[config.mk]
export PLATFORM = sky130hd
export DESIGN_NAME = spinner_multi_flat
export DESIGN_NICKNAME = d
export VERILOG_FILES = /design/src/rtl/spinner_multi_if.sv /design/src/rtl/spinner_multi.sv /design/src/flat_wrapper.sv
export SDC_FILE = /design/constraint.sdc
export NUM_CORES = 1
export LEC_CHECK = 0
export BUFFER_PORTS_ARGS = -buffer_cell sky130_fd_sc_hd__buf_2
export CAP_MARGIN = 10
export CORE_MARGIN = 3
export CORE_UTILIZATION = 56
export CTS_CLUSTER_DIAMETER = 50
export DETAILED_ROUTE_END_ITERATION = 10
export GPL_ROUTABILITY_DRIVEN = 0
export HOLD_SLACK_MARGIN = 0.03
export PLACE_DENSITY = 0.8
export SLEW_MARGIN = 20
export SYNTH_ARGS = -nofsm -noshare
export SYNTH_HDL_FRONTEND = slang
export SYNTH_SLANG_ARGS = --single-unit
[constraint.sdc]
create_clock -name clk -period 4.3 [get_ports clk]
set_input_delay 0.43 -clock clk [delete_from_list [all_inputs] [get_ports clk]]
set_output_delay 0.43 -clock clk [all_outputs]
set_load 0.03 [all_outputs]
[src/rtl/spinner_multi_if.sv]
// Bus bundle for spinner_multi: per-channel rotate requests, spinner/mouse
// delta streams in, frame-sampled positions out.
interface spinner_multi_if #(
  parameter int CHANNELS = 2,
  parameter int OUT_W    = 8
);
  logic                      strobe;
  logic [CHANNELS-1:0]       minus;
  logic [CHANNELS-1:0]       plus;
  logic [CHANNELS-1:0]       fast;
  logic [9*CHANNELS-1:0]     spin_in;
  logic [8:0]                mouse_in;
  logic [OUT_W*CHANNELS-1:0] spin_out;
  logic                      spin_valid;
  logic                      mouse_active;

  modport master (
    output strobe, minus, plus, fast, spin_in, mouse_in,
    input  spin_out, spin_valid, mouse_active
  );

  modport slave (
    input  strobe, minus, plus, fast, spin_in, mouse_in,
    output spin_out, spin_valid, mouse_active
  );
endinterface

[src/rtl/spinner_multi.sv]
// Multi-channel rotary accumulator: digital steps, spinner deltas and mouse
// deltas merge into wrapping positions sampled on each frame strobe edge.
module spinner_multi #(
  parameter int CHANNELS  = 2,
  parameter int OUT_W     = 8,
  parameter int STEP      = 1,
  parameter int FAST_STEP = 4,
  parameter int RATE_DIV  = 5,
  parameter int MOUSE_CH  = 0
) (
  input  logic           clk,
  input  logic           reset_n,
  spinner_multi_if.slave bus
);

  localparam int DIV_W = $clog2(RATE_DIV) + 1;

  logic [OUT_W-1:0]          pos_q [CHANNELS];
  logic [OUT_W-1:0]          pos_d [CHANNELS];
  logic [DIV_W-1:0]          div_q [CHANNELS];
  logic [DIV_W-1:0]          div_d [CHANNELS];
  logic [CHANNELS-1:0]       prev_tog_q, prev_tog_d;
  logic                      prev_mtog_q, prev_mtog_d;
  logic                      mouse_active_q, mouse_active_d;
  logic                      strobe_q, strobe_d;
  logic                      primed_q, primed_d;
  logic [OUT_W*CHANNELS-1:0] spin_out_q, spin_out_d;
  logic                      spin_valid_q, spin_valid_d;

  logic                      sedge_s;
  logic                      mouse_tog_s;
  logic [OUT_W-1:0]          mdelta_s;
  logic [CHANNELS-1:0]       spin_tog_s;
  logic [OUT_W-1:0]          sdelta_s [CHANNELS];
  logic [OUT_W-1:0]          dstep_s  [CHANNELS];
  logic [OUT_W-1:0]          adelta_s [CHANNELS];
  logic [OUT_W-1:0]          step_mag_s;

  // Next-state: edge detect, toggle detect, source select, per-channel sums.
  always_comb begin
    strobe_d     = bus.strobe;
    prev_tog_d   = prev_tog_q;
    prev_mtog_d  = bus.mouse_in[8];
    primed_d     = 1'b1;
    spin_out_d   = spin_out_q;
    step_mag_s   = '0;

    // Toggles are masked in the priming cycle so a flag already set at
    // reset release is absorbed into prev_* without producing a delta.
    sedge_s      = bus.strobe & ~strobe_q & primed_q;
    mouse_tog_s  = primed_q & (bus.mouse_in[8] != prev_mtog_q);
    mdelta_s     = OUT_W'($signed(bus.mouse_in[7:0]));

    for (int ch = 0; ch < CHANNELS; ch++) begin
      prev_tog_d[ch] = bus.spin_in[9*ch+8];
      spin_tog_s[ch] = primed_q & (bus.spin_in[9*ch+8] != prev_tog_q[ch]);
      sdelta_s[ch]   = OUT_W'($signed(bus.spin_in[9*ch +: 8]));
    end

    if (spin_tog_s[MOUSE_CH]) begin
      mouse_active_d = 1'b0;
    end else if (mouse_tog_s) begin
      mouse_active_d = 1'b1;
    end else begin
      mouse_active_d = mouse_active_q;
    end

    for (int ch = 0; ch < CHANNELS; ch++) begin
      dstep_s[ch] = '0;
      div_d[ch]   = div_q[ch];
      if (sedge_s) begin
        if (bus.plus[ch] ^ bus.minus[ch]) begin
          if (div_q[ch] == DIV_W'(RATE_DIV - 1)) begin
            div_d[ch]   = '0;
            step_mag_s  = bus.fast[ch] ? OUT_W'(FAST_STEP) : OUT_W'(STEP);
            dstep_s[ch] = bus.plus[ch] ? step_mag_s : (OUT_W'(0) - step_mag_s);
          end else begin
            div_d[ch] = div_q[ch] + DIV_W'(1);
          end
        end else begin
          div_d[ch] = '0;
        end
      end else begin
        div_d[ch] = div_q[ch];
      end

      if ((ch == MOUSE_CH) && mouse_active_d) begin
        adelta_s[ch] = mouse_tog_s ? mdelta_s : '0;
      end else begin
        adelta_s[ch] = spin_tog_s[ch] ? sdelta_s[ch] : '0;
      end

      pos_d[ch] = pos_q[ch] + dstep_s[ch] + adelta_s[ch];
      if (sedge_s) begin
        spin_out_d[ch*OUT_W +: OUT_W] = pos_d[ch];
      end else begin
        spin_out_d[ch*OUT_W +: OUT_W] = spin_out_q[ch*OUT_W +: OUT_W];
      end
    end

    spin_valid_d = sedge_s;
  end

  // State registers with asynchronous clear.
  always_ff @(posedge clk or negedge reset_n) begin
    if (!reset_n) begin
      for (int ch = 0; ch < CHANNELS; ch++) begin
        pos_q[ch] <= '0;
        div_q[ch] <= '0;
      end
      prev_tog_q     <= '0;
      prev_mtog_q    <= 1'b0;
      mouse_active_q <= 1'b0;
      strobe_q       <= 1'b0;
      primed_q       <= 1'b0;
      spin_out_q     <= '0;
      spin_valid_q   <= 1'b0;
    end else begin
      for (int ch = 0; ch < CHANNELS; ch++) begin
        pos_q[ch] <= pos_d[ch];
        div_q[ch] <= div_d[ch];
      end
      prev_tog_q     <= prev_tog_d;
      prev_mtog_q    <= prev_mtog_d;
      mouse_active_q <= mouse_active_d;
      strobe_q       <= strobe_d;
      primed_q       <= primed_d;
      spin_out_q     <= spin_out_d;
      spin_valid_q   <= spin_valid_d;
    end
  end

  assign bus.spin_out     = spin_out_q;
  assign bus.spin_valid   = spin_valid_q;
  assign bus.mouse_active = mouse_active_q;

endmodule
[src/flat_wrapper.sv]
// flat-port wrapper written by rule: the top's interface ports become plain ports
module spinner_multi_flat 
#(
  parameter int CHANNELS  = 2,
  parameter int OUT_W     = 8,
  parameter int STEP      = 1,
  parameter int FAST_STEP = 4,
  parameter int RATE_DIV  = 5,
  parameter int MOUSE_CH  = 0
)
  (clk, reset_n, bus_strobe, bus_minus, bus_plus, bus_fast, bus_spin_in, bus_mouse_in, bus_spin_out, bus_spin_valid, bus_mouse_active);
  spinner_multi_if #(.CHANNELS(CHANNELS), .OUT_W(OUT_W)) bus_i ();
  input  logic clk;
  input  logic reset_n;
  input wire logic [$bits(bus_i.strobe)-1:0] bus_strobe;
  input wire logic [$bits(bus_i.minus)-1:0] bus_minus;
  input wire logic [$bits(bus_i.plus)-1:0] bus_plus;
  input wire logic [$bits(bus_i.fast)-1:0] bus_fast;
  input wire logic [$bits(bus_i.spin_in)-1:0] bus_spin_in;
  input wire logic [$bits(bus_i.mouse_in)-1:0] bus_mouse_in;
  output wire logic [$bits(bus_i.spin_out)-1:0] bus_spin_out;
  output wire logic [$bits(bus_i.spin_valid)-1:0] bus_spin_valid;
  output wire logic [$bits(bus_i.mouse_active)-1:0] bus_mouse_active;
  assign bus_i.strobe = bus_strobe;
  assign bus_i.minus = bus_minus;
  assign bus_i.plus = bus_plus;
  assign bus_i.fast = bus_fast;
  assign bus_i.spin_in = bus_spin_in;
  assign bus_i.mouse_in = bus_mouse_in;
  assign bus_spin_out = bus_i.spin_out;
  assign bus_spin_valid = bus_i.spin_valid;
  assign bus_mouse_active = bus_i.mouse_active;
  spinner_multi #(.CHANNELS(CHANNELS), .OUT_W(OUT_W), .STEP(STEP), .FAST_STEP(FAST_STEP), .RATE_DIV(RATE_DIV), .MOUSE_CH(MOUSE_CH)) u_core (.clk(clk), .reset_n(reset_n), .bus(bus_i));
endmodule
==> impl_metrics.toml <==
[critical_path]
startpoint_type = "flip-flop"
crit_chain = "inv_1 > ha_1 > nand3b_4 > or3_1 > nor2_1 > fa_1 > ha_1 > fa_1 > a211oi_1 > o21bai_1 > a21oi_1 > xor3_2 > mux2_2"
crit_buf_inv = 1
critPathSlowestCell = "xor3_2"
arrival_ns = 4.22
critPathMaxStageDelay_ns = 0.46
critical_path.endpoint_type = "flip-flop"
required_ns = 4.49
cp_top_family = "adder cells"
crit_type = "reg -> reg"
path_max_fanout = 8

[route]
drtAntennaViolNets = 0
vias = 2166
drcViolationCount = 0
drt_iter0_drc = 79
wl_um = 5710
dr.pass1.iters = 4
routed_via_density = 5.23
wl_per_cell_um = 13.8

[final_layout]
final_cell_mix = "buf_2 (52), nand2_1 (51), dfrtp_1 (47), inv_1 (30), ha_1 (20)"
fillers = 395
syn_to_final_growth_pct = 14.9
layout-drive-gt1-share_pct = 20.7
antenna-diode-count = 0
fin_area_mm2 = 0.00334
nNetsFinal = 414
final_common_cell = "buf_2"

[global_route]
gr-total-overflow = 0
grt_max_degree = 48
grt.total_usage_pct = 20.6
antenna_found_initial = 0
first_global_vias = 2182
grt_pass1_wl_um = 9810

[clock_tree]
cts-root-buf = "clkbuf_8"
clock_latency_ns = 0.31
clkTransAtPathRegs_ns = 0.09
cts_hold_buf = 0
cts_resized = 0
cts_setup_buffers = 0
ctsHtreeMaxLevel = 2
clock_sinks = 47
cts_tree = "done"
cts_buffer_depth = 2
cts_buffers = 5

[floorplanning]
dieHeight_um = 78.0
core_mm2 = 0.00488
die-area_mm2 = 0.00609
die_x_um = 78.0
ios = 54
start_util_pct = 59.5
std_cell_rows = 25

[timing]
tightest_slew_ns = 0.585
hold_viol = 0
timing.fmax_mhz = 249
finalCritPeriodShare_pct = 93.6
setup_violations = 0
rsz0062_at_grt = "no"
max_slew_margin_pct = 61.0
skew_ns = 0.00923
period_minus_slack_ns = 4.02
timing.final.max_slew_violations = 0
tns_ns = 0

[placement]
dpl-instance-area_mm2 = 0.00322
port-buffer-count = 53
hpwl_um = 4330

[logic_synthesis]
synthFlopType = "dfrtp_1"
ys_warn_count = 0
synth_area_per_cell_um2 = 9.88
mappedNetlistNets = 362
async_flop_share_pct = 100
synth_edf_count = 0
synth_area_mm2 = 0.00291
synth-seq-area-share_pct = 40.5
synth_simple_gate_area_share_pct = 16.8
synthXorXnorAreaFrac_pct = 6.59
synth-compound-area-share_pct = 12.7
syn_inst = 294
ys_types = 49
synthAdderAreaFrac_pct = 16.9
synth-seq-cells = 47
muxShareOfSynthArea_pct = 0.775
synth_top_family_by_area = "adder cells"

[power_and_ir_drop]
power-per-cell-area_mw_per_mm2 = 562
vdd_drop_max_v = 0.000332
p_leak_nw = 1.74

[run]
drv_cap = 0

[hold_path]
hp-class = "in -> async"

[outcome]
status = "completed"
[sequential cells by signal (all words and copies together), names as in the netlist, 2 cells and up]
name,flops
u_core.prev_tog_q,2
u_core.div_q,8
u_core.bus.spin_out,16
u_core.pos_q,16
[synthesized netlist by cell type, types with 2 or more instances]
master    instances  area (µm²)
o211ai_1          3        22.5
a21oi_1           8        40.0
xnor2_1          12         105
inv_1            30         113
nor2_1            7        26.3
dfrtp_1          47        1180
o21ai_0          15        75.1
nor2b_1           2        12.5
ha_1             20         250
a22oi_1           3        22.5
nand4_1           5        31.3
fa_1             12         240
nand3b_4          2        40.0
and2_1            3        18.8
clkbuf_1          7        26.3
o21bai_1          5        37.5
a2111o_1          2        22.5
nand2_1          51         191
a31oi_1           2        12.5
and3_1            6        37.5
xor2_1            7        61.3
nand3_1           8        40.0
a21o_1            4        30.0
nand3b_1          3        22.5
nand2b_1          2        12.5
o31ai_1           2        15.0
a22o_1            3        26.3
mux2_2            2        22.5
[path summary, 6_finish.rpt]
| path | start | end | slack [ns] | depth (start not counted) |
|---|---|---|---|---|
| max | u_core.div_q[5]$_DFFE_PN0N_ | u_core.bus.spin_out[7]$_DFFE_PN0N_ | 0.28 | 13 |
| min | reset_n | u_core.pos_q[9]$_DFF_PN0_ | 0.12 | 1 |
| max reg2reg | u_core.div_q[5]$_DFFE_PN0N_ | u_core.bus.spin_out[7]$_DFFE_PN0N_ | 0.28 | 13 |
| min reg2reg | u_core.bus.spin_out[1]$_DFFE_PN0N_ | u_core.bus.spin_out[1]$_DFFE_PN0N_ | 0.48 | 2 |
| max in group asynchronous | reset_n | u_core.bus.spin_out[7]$_DFFE_PN0N_ | 3.79 | 1 |
| min in group clk | bus_spin_in[17] | u_core.prev_tog_q[1]$_DFF_PN0_ | 0.24 | 1 |
[layer usage]
metal  GRT usage (%)  up-vias  routed length [µm]
met1            26.4     1019                2570
met3            4.01        8                 258
li1                -     1089                   -
met5               0        -                   0
met4            6.99        0                  95
met2            35.2       50                2780
[where the power goes]
group,switching (mW),internal [mW],total [mW]
clock network,0.152,0.173,0.325
logic,0.523,0.330,0.853
registers,0.0853,0.611,0.696
total,0.761,1.11,1.87
[metrics by stage]
step / utilization (%) / instances / hold slack, ns / total power [mW] / setup slack [ns]
after floorplan: - / 294 / 0.134 / 1.33 / 0.589
after global placement: 66.1 / 406 / 0.455 / 1.53 / 0.502
after detailed placement: 66.1 / 406 / 0.466 / 1.56 / 0.327
after CTS: 68.4 / 414 / 0.230 / 1.90 / 0.297
after global routing: 68.4 / 414 / 0.162 / 2.03 / 0.0363
final: 68.4 / 414 / 0.123 / 1.87 / 0.277
[cell type report]
class | instances | area (µm²) | area share, %
inverters | 31 | 116 | 3.49
multi-input cells | 206 | 1570 | 46.9
clock buffers | 5 | 68.8 | 2.06
flip-flops and latches | 47 | 1180 | 35.2
clock inverters | 3 | 43.8 | 1.31
well taps | 67 | 83.8 | 2.51
repair buffers | 55 | 283 | 8.47
[kinds of logic after synthesis]
logic type / count (synthesis)
buf+inv: 41
simple gates: 96
flops: 47
mux: 2
other cells: 1
compound gates: 55
xor+xnor: 20
fa+ha+maj: 32
(Power assumes the default switching activity.)
